--- config.mk ---
export PLATFORM = sky130hd
export DESIGN_NAME = truth_table_sweeper
export DESIGN_NICKNAME = d
export VERILOG_FILES = /design/src/rtl/truth_table_sweeper_pkg.sv /design/src/rtl/truth_table_sweeper_settle_counter.sv /design/src/rtl/truth_table_sweeper.sv
export SDC_FILE = /design/constraint.sdc
export NUM_CORES = 1
export LEC_CHECK = 0
export CAP_MARGIN = 20
export CORE_MARGIN = 10
export CORE_UTILIZATION = 50
export CTS_BUF_LIST = sky130_fd_sc_hd__clkbuf_8
export DETAILED_ROUTE_END_ITERATION = 8
export PLACE_DENSITY = 0.85
export SYNTH_ARGS = -nofsm -noshare
export SYNTH_HDL_FRONTEND = slang
export SYNTH_SLANG_ARGS = --single-unit
--- constraint.sdc ---
create_clock -name clk -period 2.19 [get_ports clk]
set_clock_uncertainty 0.1 [all_clocks]
set_input_delay 0.438 -clock clk [delete_from_list [all_inputs] [get_ports clk]]
set_output_delay 0.438 -clock clk [all_outputs]
set_load 0.01 [all_outputs]
--- src/rtl/truth_table_sweeper_pkg.sv ---
// Shared definitions for the truth-table sweeper: state encoding, widths,
// default golden table and a lowest-differing-bit helper.
package sweeper_pkg;

  typedef enum logic [1:0] {
    IDLE   = 2'd0,
    DRIVE  = 2'd1,
    SAMPLE = 2'd2,
    DONE   = 2'd3
  } state_e;

  localparam int IDX_W = 3;
  localparam int CNT_W = 4;
  localparam logic [7:0] EXPECTED_DEFAULT = 8'h31;

  // Lowest bit position where the two tables differ; 0 when they match.
  function automatic logic [IDX_W-1:0] first_mismatch(input logic [7:0] tbl,
                                                      input logic [7:0] golden);
    logic [7:0]       diff;
    logic [IDX_W-1:0] pos;
    diff = tbl ^ golden;
    pos  = '0;
    for (int i = 7; i >= 0; i--) begin
      if (diff[i]) pos = IDX_W'(i);
    end
    return pos;
  endfunction

endpackage

--- src/rtl/truth_table_sweeper_settle_counter.sv ---
// Down-counter timing how long each vector is held before sampling.
// tc is high on the last hold cycle (count == 1).
module settle_counter
  import sweeper_pkg::*;
(
  input  logic             clk,
  input  logic             reset,
  input  logic             load,
  input  logic [CNT_W-1:0] load_val,
  input  logic             en,
  output logic             tc
);

  logic [CNT_W-1:0] count_q;
  logic [CNT_W-1:0] count_d;

  always_comb begin
    count_d = count_q;
    if (load) begin
      count_d = load_val;
    end else if (en && (count_q != '0)) begin
      count_d = count_q - CNT_W'(1);
    end
  end

  always_ff @(posedge clk) begin
    if (reset) begin
      count_q <= '0;
    end else begin
      count_q <= count_d;
    end
  end

  assign tc = (count_q == CNT_W'(1));

endmodule

--- src/rtl/truth_table_sweeper.sv ---
// Drives all eight {a,b,c} vectors into a 3-input function and captures y.
// Optional pass/mismatch_idx compare outputs are built when SWEEP_CHECK_EN is defined.
module truth_table_sweeper
  import sweeper_pkg::*;
#(
  parameter int         SETTLE   = 1,
  parameter logic [7:0] EXPECTED = EXPECTED_DEFAULT
) (
  input  logic       clk,
  input  logic       reset,
  input  logic       start,
  output logic       a,
  output logic       b,
  output logic       c,
  input  logic       y,
  output logic       busy,
  output logic       done,
  output logic [7:0] table_out
`ifdef SWEEP_CHECK_EN
  ,
  output logic             pass,
  output logic [IDX_W-1:0] mismatch_idx
`endif
);

  state_e           state_q, state_d;
  logic [IDX_W-1:0] idx_q, idx_d;
  logic [7:0]       table_q, table_d;
  logic [2:0]       abc_q, abc_d;
  logic             cnt_load;
  logic             cnt_en;
  logic             cnt_tc;

  settle_counter u_settle (
    .clk      (clk),
    .reset    (reset),
    .load     (cnt_load),
    .load_val (CNT_W'(SETTLE)),
    .en       (cnt_en),
    .tc       (cnt_tc)
  );

  always_ff @(posedge clk) begin
    if (reset) begin
      state_q <= IDLE;
      idx_q   <= '0;
      table_q <= '0;
      abc_q   <= '0;
    end else begin
      state_q <= state_d;
      idx_q   <= idx_d;
      table_q <= table_d;
      abc_q   <= abc_d;
    end
  end

  always_comb begin
    state_d  = state_q;
    idx_d    = idx_q;
    table_d  = table_q;
    cnt_load = 1'b0;
    cnt_en   = 1'b0;
    case (state_q)
      IDLE: begin
        if (start) begin
          state_d  = DRIVE;
          idx_d    = '0;
          table_d  = '0;
          cnt_load = 1'b1;
        end
      end
      DRIVE: begin
        cnt_en = 1'b1;
        if (cnt_tc) state_d = SAMPLE;
      end
      SAMPLE: begin
        table_d[idx_q] = y;
        if (idx_q == IDX_W'(7)) begin
          state_d = DONE;
        end else begin
          idx_d    = idx_q + IDX_W'(1);
          state_d  = DRIVE;
          cnt_load = 1'b1;
        end
      end
      DONE: state_d = IDLE;
      default: state_d = IDLE;
    endcase
    // Vector register follows the next state so a/b/c are flop outputs.
    abc_d = ((state_d == DRIVE) || (state_d == SAMPLE)) ? idx_d : 3'b000;
  end

  always_comb begin
    busy      = (state_q == DRIVE) || (state_q == SAMPLE);
    done      = (state_q == DONE);
    a         = abc_q[2];
    b         = abc_q[1];
    c         = abc_q[0];
    table_out = table_q;
  end

`ifdef SWEEP_CHECK_EN
  logic             pass_q;
  logic [IDX_W-1:0] midx_q;

  always_ff @(posedge clk) begin
    if (reset) begin
      pass_q <= 1'b0;
      midx_q <= '0;
    end else if ((state_q == IDLE) && start) begin
      pass_q <= 1'b0;
      midx_q <= '0;
    end else if ((state_q == SAMPLE) && (state_d == DONE)) begin
      pass_q <= (table_d == EXPECTED);
      midx_q <= first_mismatch(table_d, EXPECTED);
    end
  end

  assign pass         = pass_q;
  assign mismatch_idx = midx_q;
`else
  logic unused_expected;
  assign unused_expected = ^EXPECTED;
`endif

endmodule
-- Word-level counts from Yosys, hierarchy flattened
Index checks and enable logic that the tools add are counted.
- $add $sub $neg: 2
- multipliers: 0
- div/mod/pow operators: 0
- magnitude comparators: 2
- equal/unequal tests: 8
- shift operators: 0
- mux-type cells: 18
- bitwise logic cells: 1
- reductions and logical operators: 11
- operators by type and width (operator ; number):
    case mux 8 bit (2 select lines) ; 1
    bitwise mux 8 bit ; 1
    2-to-1 mux 8 bit ; 1
    case mux 2 bit (4 select lines) ; 1
    equality test 2 bit (second input constant) ; 3
    2-to-1 mux 1 bit ; 6
    2-to-1 mux 2 bit ; 3
    2-to-1 mux 3 bit ; 2
    case mux 3 bit (2 select lines) ; 1
    equality test 2 x 1 -> 1 bit (second input constant) ; 2
    equality test 4 x 1 -> 1 bit (second input constant) ; 1
    < comparator 3 x 4 -> 1 bit (second input constant) ; 1
    nonzero test 2 bit ; 2
    nonzero test 4 bit ; 1
    OR reduction 2 bit ; 2
    subtractor 4 x 1 -> 4 bit (second input constant) ; 1
    adder 3 x 1 -> 3 bit (second input constant) ; 1
    demux 1 bit (select 3 bit) ; 1
    equality test 3 bit (second input constant) ; 1
    >= comparator 3 x 1 -> 1 bit (second input constant) ; 1
    logical AND 1 bit ; 2
    zero test 2 bit ; 1
    logical OR 1 bit ; 2
    inequality test 2 bit (second input constant) ; 1
    3 further kinds ; 3
- flip-flop bits (word level): 20
- latch bits: 0
- memory bits (writable): 0
- ROM bits: 0
- logic and storage cells: 48
- memories: 0

-- Longest topological paths before layout
Gate-level depths: netlist of run 1.
- depth in word-level cells: 7
- depth in mapped cells: 8
- mapped depth without buffers: 7

-- Hierarchy
From an unflattened synthesis of run 1, not the netlist that was laid out.
- cells, all modules: 126
- area, all modules: 1102.3 µm²
- by module, submodules not included (module ; instances ; cells each ; area an instance (µm²) ; seq. area each (µm²)):
    truth_table_sweeper ; 1 ; 93 ; 815.8 ; 320.3
    settle_counter ; 1 ; 33 ; 286.5 ; 80.1

-- Worst setup path before layout of run 1
Ideal clock, no wire load.
- kind: register to register
- from: register state_q[0]
- to: register abc_q[0]
- library setup time: 0.115 ns
- arrival: 1.380 ns
- slack: 0.595 ns
- cell stages (with the launch flop): 7
- buffers on the path: 0
- clock period less this slack: 1.595 ns
- path through: dfxtp_1 > inv_1 > ha_1 > o21a_1 > a22oi_1 > nor2_1 > and2_1
- longest elaborated chain between the ends: 6
- elaborated cells between the ends (all ways): 13
- RTL lines (element ; line ; source):
    start: declaration ; truth_table_sweeper.sv:26 ; state_e state_q, state_d;
    start signal: assignment ; truth_table_sweeper.sv:50 ; state_q <= state_d;
    equality test 2 bit (tied with other cells) ; truth_table_sweeper.sv:63 ; case (state_q)
    case mux 2 bit (4 select lines) ; truth_table_sweeper.sv:63 ;
    equality test 2 x 1 -> 1 bit / equality test 2 bit (equally long branches) ; truth_table_sweeper.sv:90 ; abc_d = ((state_d == DRIVE) || (state_d == SAMPLE)) ? idx_d : 3'b000;
    logical OR 1 bit ; truth_table_sweeper.sv:90 ;
    NOT 1 bit (no line) ; -- ;
    OR reduction 2 bit (no line) ; -- ;
    end signal: assignment ; truth_table_sweeper.sv:48 ; abc_q <= '0;
    end signal: assignment ; truth_table_sweeper.sv:53 ; abc_q <= abc_d;
    end: declaration ; truth_table_sweeper.sv:29 ; logic [2:0] abc_q, abc_d;
Parallel ways exist; a longest one is shown, timed or not.
A chain may end at the register's enable or synchronous reset.

-- Worst setup path in the final report of run 1
- from: register state_q[1]
- to: output busy
- longest elaborated chain between the ends: 2
- elaborated cells between the ends (all ways): 3
- RTL lines (element ; line ; source):
    equality test 2 x 1 -> 1 bit / equality test 2 bit (equally long branches) ; truth_table_sweeper.sv:94 ; busy = (state_q == DRIVE) || (state_q == SAMPLE);
    logical OR 1 bit (*) ; truth_table_sweeper.sv:94 ;
    end: declaration ; truth_table_sweeper.sv:16 ; output logic busy,
Every way passes the cells marked *; elsewhere a longest branch is shown, timed or not.

==> results of run 1 <==
cell type report:
class	instances	area, sq um	share of cell area (%)
Clock buffer	4	55.1	4.31
Timing Repair Buffer	19	183	14.3
Sequential cell	20	400	31.3
Multi-Input combinational cell	90	583	45.6
Tap cell	27	33.8	2.64
Inverter	6	22.5	1.76
worst max-delay path: stages, from the launching register on:
cell	delay [ps]
dfxtp_1	390
inv_1	100
ha_1	270
clkdlybuf4s50_1	530
per-stage QoR:
stage / hold slack (ps) / instances / power [mW] / setup slack [ps]
6_report: 376 / 166 / 0.902 / 105
5_1_grt: 412 / 166 / 0.952 / 33.4
4_1_cts: 377 / 166 / 0.906 / 92.7
3_5_place_dp: 366 / 162 / 0.630 / 260
3_3_place_gp: 360 / 162 / 0.624 / 329
2_1_floorplan: 391 / 121 / 0.571 / 595
power groups by stage:
stage | Sequential [mW] | Clock [mW] | Combinational, mW
after floorplan | 0.406 | 0 | 0.165
after global placement | 0.403 | 0 | 0.220
after detailed placement | 0.404 | 0 | 0.226
after CTS | 0.396 | 0.279 | 0.231
after global routing | 0.398 | 0.294 | 0.260
final | 0.397 | 0.276 | 0.230
final timing paths:
| check | slack, ps | from | endpoint | depth (start not counted) |
|---|---|---|---|---|
| worst min register to register | 380 | table_out[6]$_SDFFE_PP0P_ | table_out[6]$_SDFFE_PP0P_ | 2 |
| worst max-delay path | 110 | state_q[1]$_SDFF_PP0_ | busy | 3 |
| worst min-delay path | 380 | table_out[6]$_SDFFE_PP0P_ | table_out[6]$_SDFFE_PP0P_ | 2 |
| worst max register to register | 320 | state_q[1]$_SDFF_PP0_ | abc_q[0]$_SDFF_PP0_ | 6 |
routing by layer:
layer / vias to the layer above / track usage [%] / wire length [um]
met4: 0 / 5.08 / 38
met5: - / 0 / 0
met2: 27 / 15.9 / 957
li1: 449 / - / -
met1: 403 / 12.2 / 942
met3: 7 / 6.27 / 199
flip-flops by register name, indices dropped and copies added (netlist names):
name              cells
table_out             8
u_settle.count_q      4
idx_q                 3
state_q               2
abc_q                 3
layout by cell type, fill, tap and decap left out, types with 3 or more instances in the layout:
| cell type | instances |
|---|---|
| inv_1 | 5 |
| a22oi_1 | 5 |
| xor2_1 | 3 |
| nor2_1 | 15 |
| dfxtp_1 | 20 |
| o21ai_0 | 10 |
| nand3_1 | 3 |
| clkdlybuf4s50_1 | 16 |
| clkbuf_8 | 4 |
| a21oi_1 | 8 |
| and2_1 | 4 |
| nand2_1 | 11 |
| buf_4 | 3 |
| ha_1 | 8 |
kinds of logic (layout without fill, tap and decap cells):
kind of cell / after synthesis / in the layout / share of synthesized area [%]
simple gates: 43 / 43 / 20.0
compound gates: 33 / 33 / 21.5
flops: 20 / 20 / 38.8
buf+inv: 11 / 29 / 4.61
fa+ha+maj: 8 / 8 / 9.71
xor+xnor: 5 / 5 / 4.25
mux: 1 / 1 / 1.09
==> flow_summary_export.csv, run 1 <==
group,metric,value,unit
power,p_switching,0.257,mW
final_layout,syn_to_final_growth,23.9,%
setup_path,worstSetupPathType,"reg -> out",
routing,drt-total-wl,2140,um
yosys,synth_commonest_cells,"dfxtp_1 (20), nor2_1 (15), nand2_1 (11)",
yosys,syn_avg_cell_area,8.52,sq um
clock_tree,post_cts_buffers,0,
global_route,grt_pass1_wl,3740,um
clock_tree,postCtsHoldBufs,0,
yosys,synth.distinct_cells,34,
routing,vias_per_cell,5.34,
yosys,yosysTopAreaCell,"dfxtp_1",
power,power_frac_seq,44.0,%
clock_tree,ctsResizeCount,0,
global_route,track_usage,10.8,%
timing,rsz0062_at_grt,"no",
yosys,async_flop_share,0,%
clock_tree,max-clock-path-buffers,2,
place,post-dp-hpwl,1610,um
floorplan,ioPinCount,17,
power,internal_power,0.645,mW
clock_tree,cts_tree,"built",
global_route,grt_antenna_before_repair,0,
outcome,outcome,"finished, final reports clean",
power,comb_power_share,25.5,%
final_layout,fin_area,1280,sq um
place,place_congestion,0.805,
setup_path,worstPathArrival,1550,ps
power,power.density,706,nW/um^2
floorplan,core,1960,sq um
routing,num_vias,886,
power,vdd_drop_max,0.000500,V
clock_tree,cts-root-buf,"clkbuf_8",
yosys,synth_enable_flop_cells,0,
global_route,grt-ovfl-total,0,
clock_tree,clock_latency,260,ps
final_layout,post-route-util,65.1,%
yosys,syn_nets,133,
floorplan,row_count,16,
routing,drt_iter0_markers,21,
place,place_area,1220,sq um
routing,final_antenna_net_count,0,
yosys,synth_warnings,0,
floorplan,die-height,65.4,um
yosys,synth_most_common_cell,"dfxtp_1",
timing,timing_max_transition_violations_final,0,
worst_hold_path,hold_path_class,"reg -> reg",
power,p_leak,0.473,nW
timing,hold_viol_final,0,
floorplan,initial_core_util,52.6,%
timing,setup_tns,0,ps
timing,maxSlewHeadroom,75.2,%
clock_tree,clk_transition_reported_paths,70,ps
final_layout,n_antenna_cell,0,
timing,max_freq,480,MHz
yosys,yosysSeqAreaShare,38.8,%
setup_path,cp.required,1650,ps
floorplan,dieArea,4280,sq um
global_route,grt_pass1_vias,905,
yosys,synthCells,121,
place,port-buffer-count,16,
global_route,grt_max_degree,13,
timing,tightest_slew,372,ps
clock_tree,htree_levels,1,
yosys,yosys.area.top_type_share,38.8,%
routing,wire_per_inst,12.9,um
yosys,synthTopCellsByArea,"dfxtp_1 (39%), ha_1 (9.7%), nor2_1 (5.5%)",
yosys,ys_ff_latch,20,
yosys,synth_top_flop_cell,"dfxtp_1",
setup_path,cp_max_fo,4,
clock_tree,cts_buffers,3,
power,clkPwrFrac,30.6,%
final_layout,final_nets,152,
power,switching_share,28.5,%
setup_path,end_kind,"primary output",
timing,min_period,2080,ps
final_layout,fillers,173,
routing,firstDrtPassIters,4,
timing,finalCritPeriodShare,95.2,%
floorplan,die_x,65.4,um
job,drv_cap,0,
clock_tree,clock-sinks,20,
timing,setup_viol,0,
yosys,syn_area,1030,sq um
setup_path,cp-start-kind,"flop",
routing,drc,0,
final_layout,post_route_cells_drive_above_1_share,9.35,%
No activity file was read; power rests on OpenSTA's default activity.
==> inputs of run 2 (changes only) <==
Settings changed: CAP_MARGIN 20 to unset, CORE_UTILIZATION 50 to 54, MAX_ROUTING_LAYER set to met4, PLACE_DENSITY 0.85 to 0.9.
==> flow_summary_export.csv, run 2 (synthesis gave the netlist of run 1 again) <==
group,metric,value,unit
power,power.density,712,nW/um^2
timing,setup_tns,0,ps
floorplan,die-height,63.7,um
final_layout,post_route_cells_drive_above_1_share,9.42,%
clock_tree,max-clock-path-buffers,2,
setup_path,cp_top_family,"buffers and inverters",
setup_path,reg2reg_depth,7,
clock_tree,post_cts_buffers,0,
global_route,grt_pass1_vias,886,
place,place_inst,159,
setup_path,cp-start-kind,"flop",
final_layout,final_cell_mix,"dfxtp_1 (19), clkdlybuf4s50_1 (16), nor2_1 (15), nand2_1 (11), o21ai_0 (10)",
final_layout,fillers,133,
clock_tree,clk_transition_reported_paths,70,ps
routing,final_antenna_net_count,0,
clock_tree,cts-root-buf,"clkbuf_8",
floorplan,row_count,15,
final_layout,syn_to_final_growth,23.1,%
place,port-buffer-count,16,
routing,drc,0,
setup_path,worstPathArrival,1600,ps
clock_tree,cts_tree,"built",
timing,setup_viol,0,
setup_path,cp_cell_sequence,"inv_1 > ha_1 > clkdlybuf4s50_1",
final_layout,largest_register_ff_count,8,
routing,firstDrtPassIters,4,
global_route,grt_max_degree,13,
setup_path,reg2reg_to,"table_out[7]$_SDFFE_PP0P_",
final_layout,final_nets,151,
floorplan,die_x,63.7,um
routing,vias_per_cell,5.55,
global_route,grt_antenna_before_repair,0,
setup_path,slowest_stage,"clkdlybuf4s50_1",
final_layout,instances_no_fill,163,
setup_path,max_stage_delay,530,ps
global_route,grt-ovfl-total,0,
setup_path,cp_max_fo,4,
setup_path,end_kind,"primary output",
floorplan,ioPinCount,17,
setup_path,worstSetupPathType,"reg -> out",
clock_tree,clock_latency,260,ps
timing,timing_max_transition_violations_final,0,
outcome,outcome,"finished, final reports clean",
floorplan,core,1760,sq um
clock_tree,cts_buffers,3,
final_layout,n_antenna_cell,0,
setup_path,crit_path_end,"busy",
place,place_congestion,0.824,
worst_hold_path,hold_path_class,"reg -> reg",
setup_path,cp.buffers_inverters,2,
global_route,grt_pass1_wl,3950,um
timing,rsz0062_at_grt,"no",
setup_path,crit_start,"state_q[1]$_SDFF_PP0_",
place,post-dp-hpwl,1740,um
final_layout,layout_commonest_cell,"dfxtp_1",
timing,tightest_slew,379,ps
clock_tree,htree_levels,1,
setup_path,rr_startpoint,"state_q[1]$_SDFF_PP0_",
timing,finalCritPeriodShare,97.6,%
timing,maxSlewHeadroom,74.7,%
power,p_leak,0.468,nW
setup_path,r2r_slack,380,ps
routing,drt-total-wl,2320,um
setup_path,cp_num_cells,3,
routing,drt_iter0_markers,44,
timing,max_freq,468,MHz
global_route,track_usage,12.0,%
timing,hold_viol_final,0,
routing,wire_per_inst,14.2,um
floorplan,initial_core_util,58.4,%
clock_tree,clock-sinks,20,
floorplan,dieArea,4060,sq um
timing,min_period,2140,ps
routing,num_vias,904,
setup_path,cp.required,1650,ps
job,drv_cap,0,
power,vdd_drop_max,0.000565,V
-- run 2: cell types whose count changed in the layout (fill, tap and decap cells not counted), sizes merged --
| cell | before | now |
|---|---|---|
| buf | 3 | 2 |
-- run 2: layer usage --
| metal | vias up | share of wire [%] | GRT usage (%) |
|---|---|---|---|
| met2 | 43 | 50 | 20.4 |
| met4 | 0 | 1.5 | 6.28 |
| li1 | 449 | - | - |
| met5 | - | 0 | - |
| met3 | 6 | 7.9 | 3.89 |
| met1 | 406 | 41 | 12.1 |
-- run 2: worst reg2reg max path, cell delays in order (launching register included) --
cell      delay, ps
dfxtp_1         410
inv_1           100
ha_1            300
nand2b_1        180
nand3_1         130
nor2_1          250
nand3_1         120
a21oi_1         150
-- run 2: worst min path at each step --
stage | depth (start not counted) | end | slack [ps] | from
floorplan | 2 | u_settle.count_q[1]$_SDFFE_PP0P_ | 390 | u_settle.count_q[1]$_SDFFE_PP0P_
global placement | 2 | table_out[6]$_SDFFE_PP0P_ | 380 | table_out[6]$_SDFFE_PP0P_
detailed placement | 2 | table_out[6]$_SDFFE_PP0P_ | 360 | table_out[6]$_SDFFE_PP0P_
CTS | 2 | table_out[6]$_SDFFE_PP0P_ | 370 | table_out[6]$_SDFFE_PP0P_
global route | 2 | table_out[6]$_SDFFE_PP0P_ | 420 | table_out[6]$_SDFFE_PP0P_
finish | 2 | table_out[6]$_SDFFE_PP0P_ | 370 | table_out[6]$_SDFFE_PP0P_
-- run 2: metrics by stage --
step / utilization, % / instance area [sq um] / worst slack [ps] / hold slack (ps) / total power, mW
floorplan: - / 1030 / 595 / 391 / 0.571
global placement: 68.7 / 1210 / 251 / 377 / 0.617
detailed placement: 68.7 / 1210 / 238 / 364 / 0.631
CTS: 71.9 / 1270 / 46.0 / 374 / 0.908
global route: 71.9 / 1270 / 22.4 / 417 / 0.950
finish: 71.9 / 1270 / 52.9 / 371 / 0.903
-- run 2: where the power goes --
group          internal, mW  switching [mW]  total, mW
logic                 0.100           0.119      0.220
registers             0.382          0.0242      0.406
clock network         0.160           0.118      0.278
total                 0.642           0.261      0.903
-- run 2: final cells by class --
type	count	area, sq um	area share, %
inverter	6	22.5	1.78
tap	25	31.3	2.47
multi-input combinational	90	583	46.0
sequential	20	402	31.7
clock buffer	4	55.1	4.34
timing repair buffer	18	175	13.8
-- run 2: timing repair --
item / CTS / global route
gates resized for setup: 1 / 0
hold buffers: 0 / 0
setup endpoints to repair: 1 / 0
